**src/rtl/bomberman_pkg.sv**
```systemverilog
// bomberman_pkg: shared block map tile encodings, ABM dimensions and block map address width
package bomberman_pkg;
  localparam int ABM_W = 33;
  localparam int ABM_H = 27;
  localparam int BM_ADDR_W = 11;
  localparam int TILE_W = 2;
  typedef enum logic [TILE_W-1:0] {
    TILE_FREE   = 2'b00,
    TILE_PILLAR = 2'b01,
    TILE_WALL   = 2'b10,
    TILE_RSVD   = 2'b11
  } tile_e;
endpackage

```
**src/rtl/block_map_arbiter_if.sv**
```systemverilog
// block_map_arbiter_if: requester request/address/grant/return bus plus block map RAM read port; slave = arbiter side, master = requesters and RAM
interface block_map_arbiter_if
  import bomberman_pkg::*;
#(
  parameter int NUM_REQ = 4,
  parameter int ADDR_W  = BM_ADDR_W,
  parameter int DATA_W  = TILE_W
);
  logic [NUM_REQ-1:0]        req;
  logic [NUM_REQ*ADDR_W-1:0] req_addr;
  logic [NUM_REQ-1:0]        gnt;
  logic [NUM_REQ-1:0]        rd_valid;
  logic [DATA_W-1:0]         rd_data;
  logic [ADDR_W-1:0]         bm_addr;
  logic [DATA_W-1:0]         bm_rd_data;
  modport slave (input req, req_addr, bm_rd_data, output gnt, rd_valid, rd_data, bm_addr);
  modport master(output req, req_addr, bm_rd_data, input gnt, rd_valid, rd_data, bm_addr);
endinterface

```
**src/rtl/block_map_arbiter_rr_arbiter.sv**
```systemverilog
// rr_arbiter: combinational round-robin pick from req starting at ptr; ports req, ptr in, one-hot gnt and winner idx out
module rr_arbiter #(
  parameter int N = 4
) (
  input  logic [N-1:0]         req,
  input  logic [$clog2(N)-1:0] ptr,
  output logic [N-1:0]         gnt,
  output logic [$clog2(N)-1:0] idx
);
  localparam int IW = $clog2(N);
  logic [IW-1:0] j;
  always_comb begin
    idx = '0;
    j = '0;
    for (int k = N - 1; k >= 0; k--) begin
      j = IW'((int'(ptr) + k) % N);
      idx = req[j] ? j : idx;
    end
    gnt = |req ? N'(1) << idx : '0;
  end
endmodule

```
**src/rtl/block_map_arbiter.sv**
```systemverilog
// block_map_arbiter: round-robin share of the block map RAM read port (ARB/WAIT/CAPTURE, one read in flight, the requester whose rd_valid is pulsing is ignored that cycle); ports clk, reset, bus (slave modport); BLOCK_ARB_PRIO0_EN gives requester 0 strict priority
module block_map_arbiter
  import bomberman_pkg::*;
#(
  parameter int NUM_REQ = 4,
  parameter int ADDR_W  = BM_ADDR_W,
  parameter int DATA_W  = TILE_W
) (
  input logic clk,
  input logic reset,
  block_map_arbiter_if.slave bus
);
  localparam int IW = $clog2(NUM_REQ);
  localparam logic [1:0] ARB = 2'd0, WAIT = 2'd1, CAPTURE = 2'd2;
  logic [1:0] state;
  logic [IW-1:0] rr_ptr, owner, rr_idx, win_idx, ptr_nxt;
  logic [NUM_REQ-1:0] live, rr_req, rr_gnt, win_oh, gnt, rd_valid;
  logic [ADDR_W-1:0] addr_arr [NUM_REQ];
  logic [ADDR_W-1:0] bm_addr;
  logic [DATA_W-1:0] rd_data;
  for (genvar i = 0; i < NUM_REQ; i++) begin : g_addr
    assign addr_arr[i] = bus.req_addr[i*ADDR_W +: ADDR_W];
  end
  assign live = bus.req & ~rd_valid;
`ifdef BLOCK_ARB_PRIO0_EN
  assign rr_req  = {live[NUM_REQ-1:1], 1'b0};
  assign win_oh  = live[0] ? NUM_REQ'(1) : rr_gnt;
  assign win_idx = live[0] ? '0 : rr_idx;
  assign ptr_nxt = owner == '0 ? rr_ptr : owner == IW'(NUM_REQ - 1) ? '0 : owner + 1'b1;
`else
  assign rr_req  = live;
  assign win_oh  = rr_gnt;
  assign win_idx = rr_idx;
  assign ptr_nxt = owner == IW'(NUM_REQ - 1) ? '0 : owner + 1'b1;
`endif
  rr_arbiter #(.N(NUM_REQ)) u_rr (
    .req(rr_req),
    .ptr(rr_ptr),
    .gnt(rr_gnt),
    .idx(rr_idx)
  );
  always_ff @(posedge clk) begin
    if (reset) begin
      state    <= ARB;
      rr_ptr   <= '0;
      owner    <= '0;
      gnt      <= '0;
      rd_valid <= '0;
      rd_data  <= '0;
      bm_addr  <= '0;
    end else begin
      gnt      <= '0;
      rd_valid <= '0;
      case (state)
        ARB: if (|live) begin
          bm_addr <= addr_arr[win_idx];
          gnt     <= win_oh;
          owner   <= win_idx;
          state   <= WAIT;
        end
        WAIT: state <= CAPTURE;
        CAPTURE: begin
          rd_data  <= bus.bm_rd_data;
          rd_valid <= NUM_REQ'(1) << owner;
          rr_ptr   <= ptr_nxt;
          state    <= ARB;
        end
        default: state <= ARB;
      endcase
    end
  end
  assign bus.gnt      = gnt;
  assign bus.rd_valid = rd_valid;
  assign bus.rd_data  = rd_data;
  assign bus.bm_addr  = bm_addr;
endmodule
```
**src/flat_wrapper.sv**
```systemverilog
// flat-port wrapper written by rule: the top's interface ports become plain ports
module block_map_arbiter_flat import bomberman_pkg::*;
#(
  parameter int NUM_REQ = 4,
  parameter int ADDR_W  = BM_ADDR_W,
  parameter int DATA_W  = TILE_W
)
  (clk, reset, bus_req, bus_req_addr, bus_bm_rd_data, bus_gnt, bus_rd_valid, bus_rd_data, bus_bm_addr);
  block_map_arbiter_if #(.NUM_REQ(NUM_REQ), .ADDR_W(ADDR_W), .DATA_W(DATA_W)) bus_i ();
  input logic clk;
  input logic reset;
  input wire logic [$bits(bus_i.req)-1:0] bus_req;
  input wire logic [$bits(bus_i.req_addr)-1:0] bus_req_addr;
  input wire logic [$bits(bus_i.bm_rd_data)-1:0] bus_bm_rd_data;
  output wire logic [$bits(bus_i.gnt)-1:0] bus_gnt;
  output wire logic [$bits(bus_i.rd_valid)-1:0] bus_rd_valid;
  output wire logic [$bits(bus_i.rd_data)-1:0] bus_rd_data;
  output wire logic [$bits(bus_i.bm_addr)-1:0] bus_bm_addr;
  assign bus_i.req = bus_req;
  assign bus_i.req_addr = bus_req_addr;
  assign bus_i.bm_rd_data = bus_bm_rd_data;
  assign bus_gnt = bus_i.gnt;
  assign bus_rd_valid = bus_i.rd_valid;
  assign bus_rd_data = bus_i.rd_data;
  assign bus_bm_addr = bus_i.bm_addr;
  block_map_arbiter #(.NUM_REQ(NUM_REQ), .ADDR_W(ADDR_W), .DATA_W(DATA_W)) u_core (.clk(clk), .reset(reset), .bus(bus_i));
endmodule
```
**config.mk**
```make
export PLATFORM = sky130hd
export DESIGN_NAME = block_map_arbiter_flat
export DESIGN_NICKNAME = d
export VERILOG_FILES = /design/src/rtl/bomberman_pkg.sv /design/src/rtl/block_map_arbiter_if.sv /design/src/rtl/block_map_arbiter_rr_arbiter.sv /design/src/rtl/block_map_arbiter.sv /design/src/flat_wrapper.sv
export SDC_FILE = /design/constraint.sdc
export NUM_CORES = 1
export LEC_CHECK = 0
export BUFFER_PORTS_ARGS = -buffer_cell sky130_fd_sc_hd__buf_2
export CELL_PAD_IN_SITES_DETAIL_PLACEMENT = 0
export CELL_PAD_IN_SITES_GLOBAL_PLACEMENT = 1
export CORE_AREA = 2 2 56 97
export CTS_CLUSTER_SIZE = 8
export DETAILED_ROUTE_END_ITERATION = 6
export DIE_AREA = 0 0 58 99
export GPL_ROUTABILITY_DRIVEN = 0
export PLACE_DENSITY_LB_ADDON = 0.3
export SYNTH_ARGS = -nofsm -noshare
export SYNTH_HDL_FRONTEND = slang
export SYNTH_SLANG_ARGS = --single-unit
```
**constraint.sdc**
```tcl
create_clock -name clk -period 4.1 [get_ports clk]
set_input_delay 0.615 -clock clk [delete_from_list [all_inputs] [get_ports clk]]
set_output_delay 0.615 -clock clk [all_outputs]
set_load 0.005 [all_outputs]
```
# ---- Word-level counts from Yosys, hierarchy flattened
# Cells that the tools add are included.
# Widths: inputs -> output; s select.
dict set report word_totals {
  reg_bits 27
  inputBits 52
  output_inout_bits 21
  wordCells 51
}
dict set report classes {
  add_sub_neg 4
  n_lt_le_gt_ge 5
  n_eq_ne 4
  n_shift 2
  muxes 18
  n_bitwise 6
  n_reduce_logical 5
}
# operator count
set op_table {}
lappend op_table {{$bmux 11 s2} 1}
lappend op_table {{$mux 11} 2}
lappend op_table {{$lt 2x3->1 const B} 4}
lappend op_table {{$mux 2} 6}
lappend op_table {{$bmux 1 s2} 4}
lappend op_table {{$shl 1x2->4 const A} 2}
lappend op_table {{$add 2x1->2 const B} 2}
lappend op_table {{$add 2x2->2 const B} 2}
lappend op_table {{$and 4x4->4} 1}
lappend op_table {{$eq 2x2->1 const B} 2}
lappend op_table {{$mux 1} 4}
lappend op_table {{$not 4->4} 1}
lappend op_table {{$pmux 2 s2} 1}
lappend op_table {{$reduce_or 4->1} 1}
lappend op_table {{$ge 3x3->1 const B} 1}
lappend op_table {{$not 1->1} 3}
lappend op_table {{$not 2->3} 1}
lappend op_table {{$reduce_or 3->1} 1}
lappend op_table {{$eq 2x1->1 const B} 1}
lappend op_table {{$logic_not 2->1} 1}
lappend op_table {{$ne 2x1->1 const B} 1}
lappend op_table {{$reduce_and 2->1} 1}
lappend op_table {{$reduce_or 2->1} 1}

# ---- Longest topological paths before layout
# Gate-level depths: netlist of the first run.
dict set report logic_depth {
  ltp_word 12
  mapped_depth 8
  mapped_depth_nobuf 6
}

# ---- Modules after synthesis
# A second synthesis of the first run with hierarchy kept.
dict set report unflattened {
  hier_cells 125
  hier_area_um2 1423.9
}
# mod instances cells_per_inst area_per_inst_um2 seq_area_each_um2
set by_module_without_submodules {}
lappend by_module_without_submodules {block_map_arbiter 1 94 1219.9 540.5}
lappend by_module_without_submodules {rr_arbiter 1 31 203.9 0.0}

# ---- Worst setup path after synthesis of the first run
# OpenSTA, ideal clock, no wires.
dict set report synth_path {
  path_type {input port to flip-flop}
  start {input bus_req[0]}
  end {register u_core.bm_addr[4] (netlist: u_core.bus.bm_addr[4])}
  setup_ns 0.079
  t_arrival_ns 2.021
  required_ns 4.021
  setup_slack_ns 2.000
  stages 7
  path_buffers 1
  cell_sequence {and2b_2 -> a221oi_2 -> o22ai_4 -> buf_8 -> mux2i_1 -> a211o_1 -> a211oi_2}
}
dict set report synth_between {
  elab_chain_len 11
  word_cells_on_any_way 19
  classes_between {mux (15); bitwise (2); reduce/logical (2)}
}
# item line
set synth_rtl {}
lappend synth_rtl {{start: declaration} flat_wrapper.sv:12} ;# input wire logic [$bits(bus_i.req)-1:0] bus_req;
lappend synth_rtl {{$and 4x4->4 *} block_map_arbiter.sv:24} ;# assign live = bus.req & ~rd_valid;
lappend synth_rtl {{$bmux 1 s2} block_map_arbiter_rr_arbiter.sv:17} ;# idx = req[j] ? j : idx;
lappend synth_rtl {{$mux 1 (not written as such)} block_map_arbiter_rr_arbiter.sv:17}
lappend synth_rtl {{$mux 2 (4 in a row)} block_map_arbiter_rr_arbiter.sv:17}
lappend synth_rtl {{$not 2->3 (not written as such)} block_map_arbiter.sv:56} ;# bm_addr <= addr_arr[win_idx];
lappend synth_rtl {{$bmux 11 s2} block_map_arbiter.sv:56}
lappend synth_rtl {{$mux 11 (not written as such) (2 in a row)} block_map_arbiter.sv:56}
lappend synth_rtl {{end signal: assignment} block_map_arbiter.sv:56}
lappend synth_rtl {{end: declaration} block_map_arbiter.sv:19} ;# logic [ADDR_W-1:0] bm_addr;
# Every way passes the cells marked *; elsewhere a longest branch is shown, timed or not. The select of a mux whose other input is x is not followed.
# A chain may end at the register's enable or synchronous reset.

# ---- Worst setup path in the final report of the first run
dict set report layout_path {
  start {register u_core.rr_ptr[0]}
  end {register u_core.bm_addr[7] (netlist: u_core.bus.bm_addr[7])}
}
dict set report layout_between {
  elab_chain_len 11
  word_cells_on_any_way 19
  classes_between {add/sub (3); mux (15); bitwise (1)}
}
# item line
set layout_rtl {}
lappend layout_rtl {{start: declaration} block_map_arbiter.sv:16} ;# logic [IW-1:0] rr_ptr, owner, rr_idx, win_idx, ptr_nxt;
lappend layout_rtl {{start signal: assignment} block_map_arbiter.sv:65} ;# rr_ptr <= ptr_nxt;
lappend layout_rtl {{$add 2x2->2} block_map_arbiter_rr_arbiter.sv:16} ;# j = IW'((int'(ptr) + k) % N);
lappend layout_rtl {{$bmux 1 s2} block_map_arbiter_rr_arbiter.sv:17}
lappend layout_rtl {{$mux 1 (not written as such)} block_map_arbiter_rr_arbiter.sv:17}
lappend layout_rtl {{$mux 2 (3 in a row)} block_map_arbiter_rr_arbiter.sv:17}
lappend layout_rtl {{$mux 2 *} block_map_arbiter_rr_arbiter.sv:17}
lappend layout_rtl {{$not 2->3 (not written as such) *} block_map_arbiter.sv:56}
lappend layout_rtl {{$bmux 11 s2 *} block_map_arbiter.sv:56}
lappend layout_rtl {{$mux 11 (not written as such) * (2 in a row)} block_map_arbiter.sv:56}
# Marked as above.

==> results of run 1 <==
[critical path: cells and delay by family (launching register included)]
family                 cells  cell delay (ns)
AO/OA/AOI/OAI              4             0.73
buffers and inverters      1             0.20
flip-flops                 1             0.54
AND/OR/NAND/NOR            1             0.64
[metrics by stage]
step           utilization  area, um2  hold slack (ns)  power, mW  worst slack [ns]
2_1_floorplan            -       1770            0.423      0.459              2.00
3_3_place_gp         0.433       2130            0.432      0.528              1.60
3_5_place_dp         0.433       2130            0.435      0.530              1.58
4_1_cts              0.443       2180            0.450      0.692              1.81
5_1_grt              0.443       2180            0.465      0.724              1.64
6_report             0.443       2180            0.454      0.685              1.84
[power breakdown]
group	switching (mW)	internal [mW]	total, mW
sequential	0.0151	0.286	0.301
clock	0.0928	0.0714	0.164
combinational	0.116	0.104	0.219
total	0.224	0.461	0.685
[kinds of logic after synthesis]
group | count (synthesis)
mux | 36
buf+inv | 16
flops | 27
fa+ha+maj | 1
compound gates | 43
simple gates | 74
[per-layer routing]
metal  up-vias  wire, um  track usage
met2        47      2580        0.315
met3         2       232       0.0262
met1       754      1720        0.177
li1        852         -            -
met4         0        17       0.0268
met5         -         0            0
[state kept, by name, summed over array words and instances, names as in the netlist]
register	count
u_core.bus.bm_addr	11
u_core.rr_ptr	2
u_core.bus.gnt	4
u_core.owner	2
u_core.bus.rd_valid	4
u_core.state	2
u_core.bus.rd_data	2
[path summary, 6_finish.rpt]
| check | start | to | slack [ns] | cells past startpoint |
|---|---|---|---|---|
| hold reg to reg | u_core.state[1] | u_core.state[1] | 0.45 | 1 |
| setup / recovery | u_core.rr_ptr[0] | u_core.bus.bm_addr[7] | 1.84 | 6 |
| hold / removal | u_core.state[1] | u_core.state[1] | 0.45 | 1 |
| setup reg to reg | u_core.rr_ptr[0] | u_core.bus.bm_addr[7] | 1.84 | 6 |
[layout make-up]
type                            instances  area share
Inverter                                2     0.00401
Multi-Input combinational cell        154       0.526
Tap cell                               54      0.0309
Sequential cell                        27       0.247
Timing Repair Buffer                   73       0.168
Clock buffer                            3      0.0189
Clock inverter                          1     0.00401
[layout by cell type (no fill, tap or decap), drive strengths merged, types with 3 or more instances in the layout]
cell type and count:
dfxtp 27, a211oi 12, nand2 4, nor4 4
a21oi 3, nor2 43, and2b 3, buf 73
mux2 11, nand2b 5, o21ai 8, mux2i 25
and3 3, a211o 12, nor3 6, clkbuf 3
==> results.json, run 1 <==
{
  "outcome": "finished, final reports clean",
  "dieWidth_um": 58,
  "synth.ff_latch_count": 27,
  "placementRows": 34,
  "clk_pin_slew_ns": 0.10,
  "instances_no_fill": 314,
  "grt_pass1_wl_um": 7310,
  "synth_common_cells": "nor2_1 (43), dfxtp_1 (27), mux2i_1 (25)",
  "wirelength_um": 4550,
  "worst_hold_path_type": "reg -> reg",
  "core_area_um2": 4930,
  "async_reset_ff_frac": 0,
  "cp_cell_sequence": "clkinv_2 > o21ai_1 > a21boi_2 > nor2_1 > a211o_1 > a211oi_2",
  "start_kind": "flop",
  "power_leakage_nw": 1.09,
  "yosysTopAreaCell": "dfxtp_1",
  "hold_buffers": 0,
  "grt_setup_unrepaired": "false",
  "overflow": 0,
  "synth_flop_cell": "dfxtp_1",
  "cp_max_fo": 11,
  "multi_input_area_um2": 1150,
  "num_vias": 1655,
  "die_h_um": 99,
  "skew_ns": 0.00285,
  "ys_warn_count": 0,
  "syn2layout_area_growth_pct": 23.2,
  "drtIter0Drc": 35,
  "critPathKind": "reg -> reg",
  "yosys-top-cells-area": "dfxtp_1 (30%), mux2i_1 (14%), nor2_1 (9.1%), a211oi_2 (7.1%), a211o_1 (5.9%)",
  "synthMuxAreaShare": 0.211,
  "setup_tns_ns": 0,
  "hold_violations": 0,
  "clock_path_buffers": 2,
  "first_pass_iters": 5,
  "pwr_density_cell_nw_per_um2": 314,
  "max_clock_freq_mhz": 442,
  "cp_slowest_cell": "nor2_1",
  "tightest_slew_ns": 1.15,
  "drive_gt1_frac": 0.396,
  "post-route-min-period_ns": 2.26,
  "synth.most_common_cell": "nor2_1",
  "yosys.area_share.xor_xnor": 0,
  "initial_core_util": 0.359,
  "slew_violations": 0,
  "remaining_drc_errors": 0,
  "critPathCaptureType": "flop",
  "grt_pass1_vias": 1651,
  "cts_buffers": 3,
  "hpwl_um": 3640,
  "via_per_inst": 5.27,
  "nNetsFinal": 314,
  "io_pins": 73,
  "dp.cells": 310,
  "die_area_um2": 5740,
  "post_cts_buffers": 0,
  "maxCapViolCount": 0,
  "arrival_ns": 2.38,
  "n_antenna_cell": 0,
  "synthAdderAreaFrac": 0.00706,
  "synth_top_area_frac": 0.305,
  "register_area_um2": 541,
  "synth_cell_types": 38,
  "detail-route-antenna-nets": 0,
  "io_buffers": 72,
  "synth_edf_count": 0,
  "seq_area_frac_synth": 0.305,
  "clock_latency_ns": 0.28,
  "syn_area_um2": 1770,
  "cts_resized": 0,
  "clockRootBuffer": "clkbuf_8",
  "grt_antenna_before_repair": 0,
  "htree_levels": 1,
  "fillerInstances": 530,
  "synth_fp_nets": 250,
  "max_slew_margin": 0.229,
  "grt_max_degree": 26,
  "crit_path_max_incr_delay_ns": 0.64,
  "clock_sinks": 27,
  "synth_area_per_cell_um2": 9.00,
  "synth_top_family_by_area": "compound AO/OA/AOI/OAI gates",
  "wire_per_inst_um": 14.5,
  "finalSetupViolations": 0,
  "synth-simple-area-share": 0.203,
  "syn_inst": 197,
  "grt_usage": 0.161,
  "ir_drop_uv": 225,
  "synth_compound_area_frac": 0.224,
  "tritoncts": "yes",
  "period_share": 0.551,
  "required_ns": 4.22
}
No activity file was read; power rests on OpenSTA's default activity.
==> inputs of run 2 (changes only) <==
- CORE_AREA: 2 2 56 97 -> 2 2 57 100
- DIE_AREA: 0 0 58 99 -> 0 0 59 102
- clock period: 4.1 -> 2.2 ns (I/O delays scaled with it)
==> run 2 against run 1 <==
  * Worst hold slack got worse by 0.18 ns
  * Routed wire length decreased by 0.20%
  * Die area up 4.8%
  * Flip-flop and latch count is the same
  * Final area is 2.7% higher
  * Combinational power grew 95%
  * Clock-buffer cell count did not move
  * Via count rose by 4.5%
  * Critical path depth increased by 1
==> results.json, run 2 (synthesis gave the netlist of run 1 again) <==
{
  "core_area_um2": 5170,
  "hpwl_um": 3530,
  "wirelength_um": 4540,
  "grt_usage": 0.157,
  "busiest_layer": "met2",
  "grt_pass1_vias": 1686,
  "crit_family": "simple AND/OR/NAND/NOR gates",
  "comb_power_share": 0.331,
  "num_vias": 1729,
  "drive_gt1_frac": 0.414,
  "syn2layout_area_growth_pct": 26.6,
  "place_area_um2": 2190,
  "cp_cell_sequence": "buf_4 > nor2b_1 > o21ai_2 > a21boi_2 > nor2_1 > a211o_1 > a211oi_2",
  "arrival_ns": 2.25,
  "skew_ns": 0.00354,
  "clockPowerShare": 0.234,
  "detail-route-antenna-nets": 0,
  "critPathKind": "reg -> reg",
  "placementRows": 35,
  "use_met2": 0.298,
  "grt_use_met1": 0.169,
  "clockRootBuffer": "clkbuf_8",
  "grt_setup_unrepaired": "false",
  "crit_path_max_incr_delay_ns": 0.69,
  "cp_max_fo": 11,
  "switchingPower_uw": 416,
  "first_pass_iters": 4,
  "fin_area_um2": 2240,
  "drtIter0Drc": 47,
  "initial_core_util": 0.343,
  "tightest_slew_ns": 0.876,
  "clock_latency_ns": 0.28,
  "wire_per_inst_um": 14.1,
  "grt_pass1_wl_um": 7320,
  "setup_tns_ns": 0,
  "p_int_uw": 872,
  "io_buffers": 72,
  "nNetsFinal": 320,
  "finalSetupViolations": 0,
  "slew_violations": 0,
  "grt_max_degree": 26,
  "die_h_um": 102,
  "pwr-share-seq": 0.435,
  "final_cell_mix": "buf_2 (72), nor2_1 (43), dfxtp_1 (27), mux2i_1 (25), a211o_1 (12)",
  "grt_antenna_before_repair": 0,
  "clk_pin_slew_ns": 0.10,
  "top_regs": "u_core.bus.bm_addr x11, u_core.bus.gnt x4, u_core.bus.rd_valid x4",
  "top_register": "u_core.bus.bm_addr",
  "cts_buffers": 3,
  "design_power_total_mw": 1.29,
  "cp_slowest_cell": "nor2_1",
  "layout_commonest_cell": "buf_2",
  "path_buf_inv": 1,
  "met3_usage": 0.0291,
  "critPathCaptureType": "flop",
  "remaining_drc_errors": 0,
  "io_pins": 73,
  "n_antenna_cell": 0,
  "start_kind": "flop",
  "maxCapViolCount": 0,
  "period_share": 0.947,
  "clock_sinks": 27,
  "outcome": "finished, final reports clean",
  "dieWidth_um": 59,
  "power_leakage_nw": 1.13,
  "max_clock_freq_mhz": 480,
  "htree_levels": 1,
  "post-route-min-period_ns": 2.08,
  "swShare": 0.323,
  "tritoncts": "yes",
  "worst_hold_path_type": "in -> reg",
  "max_slew_margin": 0.414,
  "die_area_um2": 6020,
  "pwr_density_cell_nw_per_um2": 574,
  "via_per_inst": 5.39,
  "clock_path_buffers": 2,
  "required_ns": 2.37,
  "largest_register_ffs": 11,
  "overflow": 0,
  "hold_violations": 0,
  "hold_buffers": 0,
  "ir_drop_uv": 357
}
run 2: cell count changes in the layout (fill, tap and decap cells not counted), sizes merged:
cell  change
buf       +6
run 2: metal layers:
| layer | share of wire | vias to the layer above |
|---|---|---|
| li1 | - | 855 |
| met1 | 0.39 | 811 |
| met2 | 0.55 | 61 |
| met3 | 0.058 | 2 |
| met4 | 0.0075 | 0 |
| met5 | 0 | - |
run 2: timing repair:
item / CTS / global route
gates resized for setup: 0 / 1
setup buffers: 0 / 0
endpoints found under the setup margin: 0 / 11
run 2: power by group through the flow:
stage / clock [mW] / combinational, mW / sequential [mW]
finish: 0.302 / 0.426 / 0.560
global route: 0.332 / 0.473 / 0.568
CTS: 0.316 / 0.433 / 0.561
detailed placement: 0 / 0.432 / 0.572
global placement: 0 / 0.427 / 0.572
floorplan: 0 / 0.285 / 0.570
run 2: per-stage QoR:
| stage | utilization | setup WS (ns) | hold slack, ns | instances |
|---|---|---|---|---|
| CTS | 0.434 | 0.102 | 0.274 | 321 |
| global route | 0.434 | 0.00285 | 0.289 | 321 |
| finish | 0.434 | 0.117 | 0.279 | 321 |
| floorplan | - | 0.337 | 0.423 | 197 |
| global placement | 0.424 | 0.0648 | 0.434 | 317 |
| detailed placement | 0.424 | 0.0716 | 0.439 | 317 |
run 2: path summary, 6_finish.rpt:
check / startpoint / endpoint / slack (ns) / cells past startpoint
hold / removal: bus_bm_rd_data[1] / u_core.bus.rd_data[1] / 0.28 / 3
hold reg to reg: u_core.state[1] / u_core.state[1] / 0.45 / 1
setup / recovery: u_core.rr_ptr[0] / u_core.bus.bm_addr[6] / 0.12 / 7
setup reg to reg: u_core.rr_ptr[0] / u_core.bus.bm_addr[6] / 0.12 / 7
run 2: cell type report:
cell class	count	area, um2
Tap cell	55	68.8
Clock inverter	1	8.76
Fill cell	554	2920
Inverter	2	8.76
Sequential cell	27	541
Multi-Input combinational cell	154	1150
Clock buffer	3	41.3
Timing Repair Buffer	79	425
run 2: worst min-delay path: cells and delay by family:
kind                   cells  cell delay (ns)
and+or+nand+nor            1             0.07
buffers and inverters      1             0.08
muxes                      1             0.05
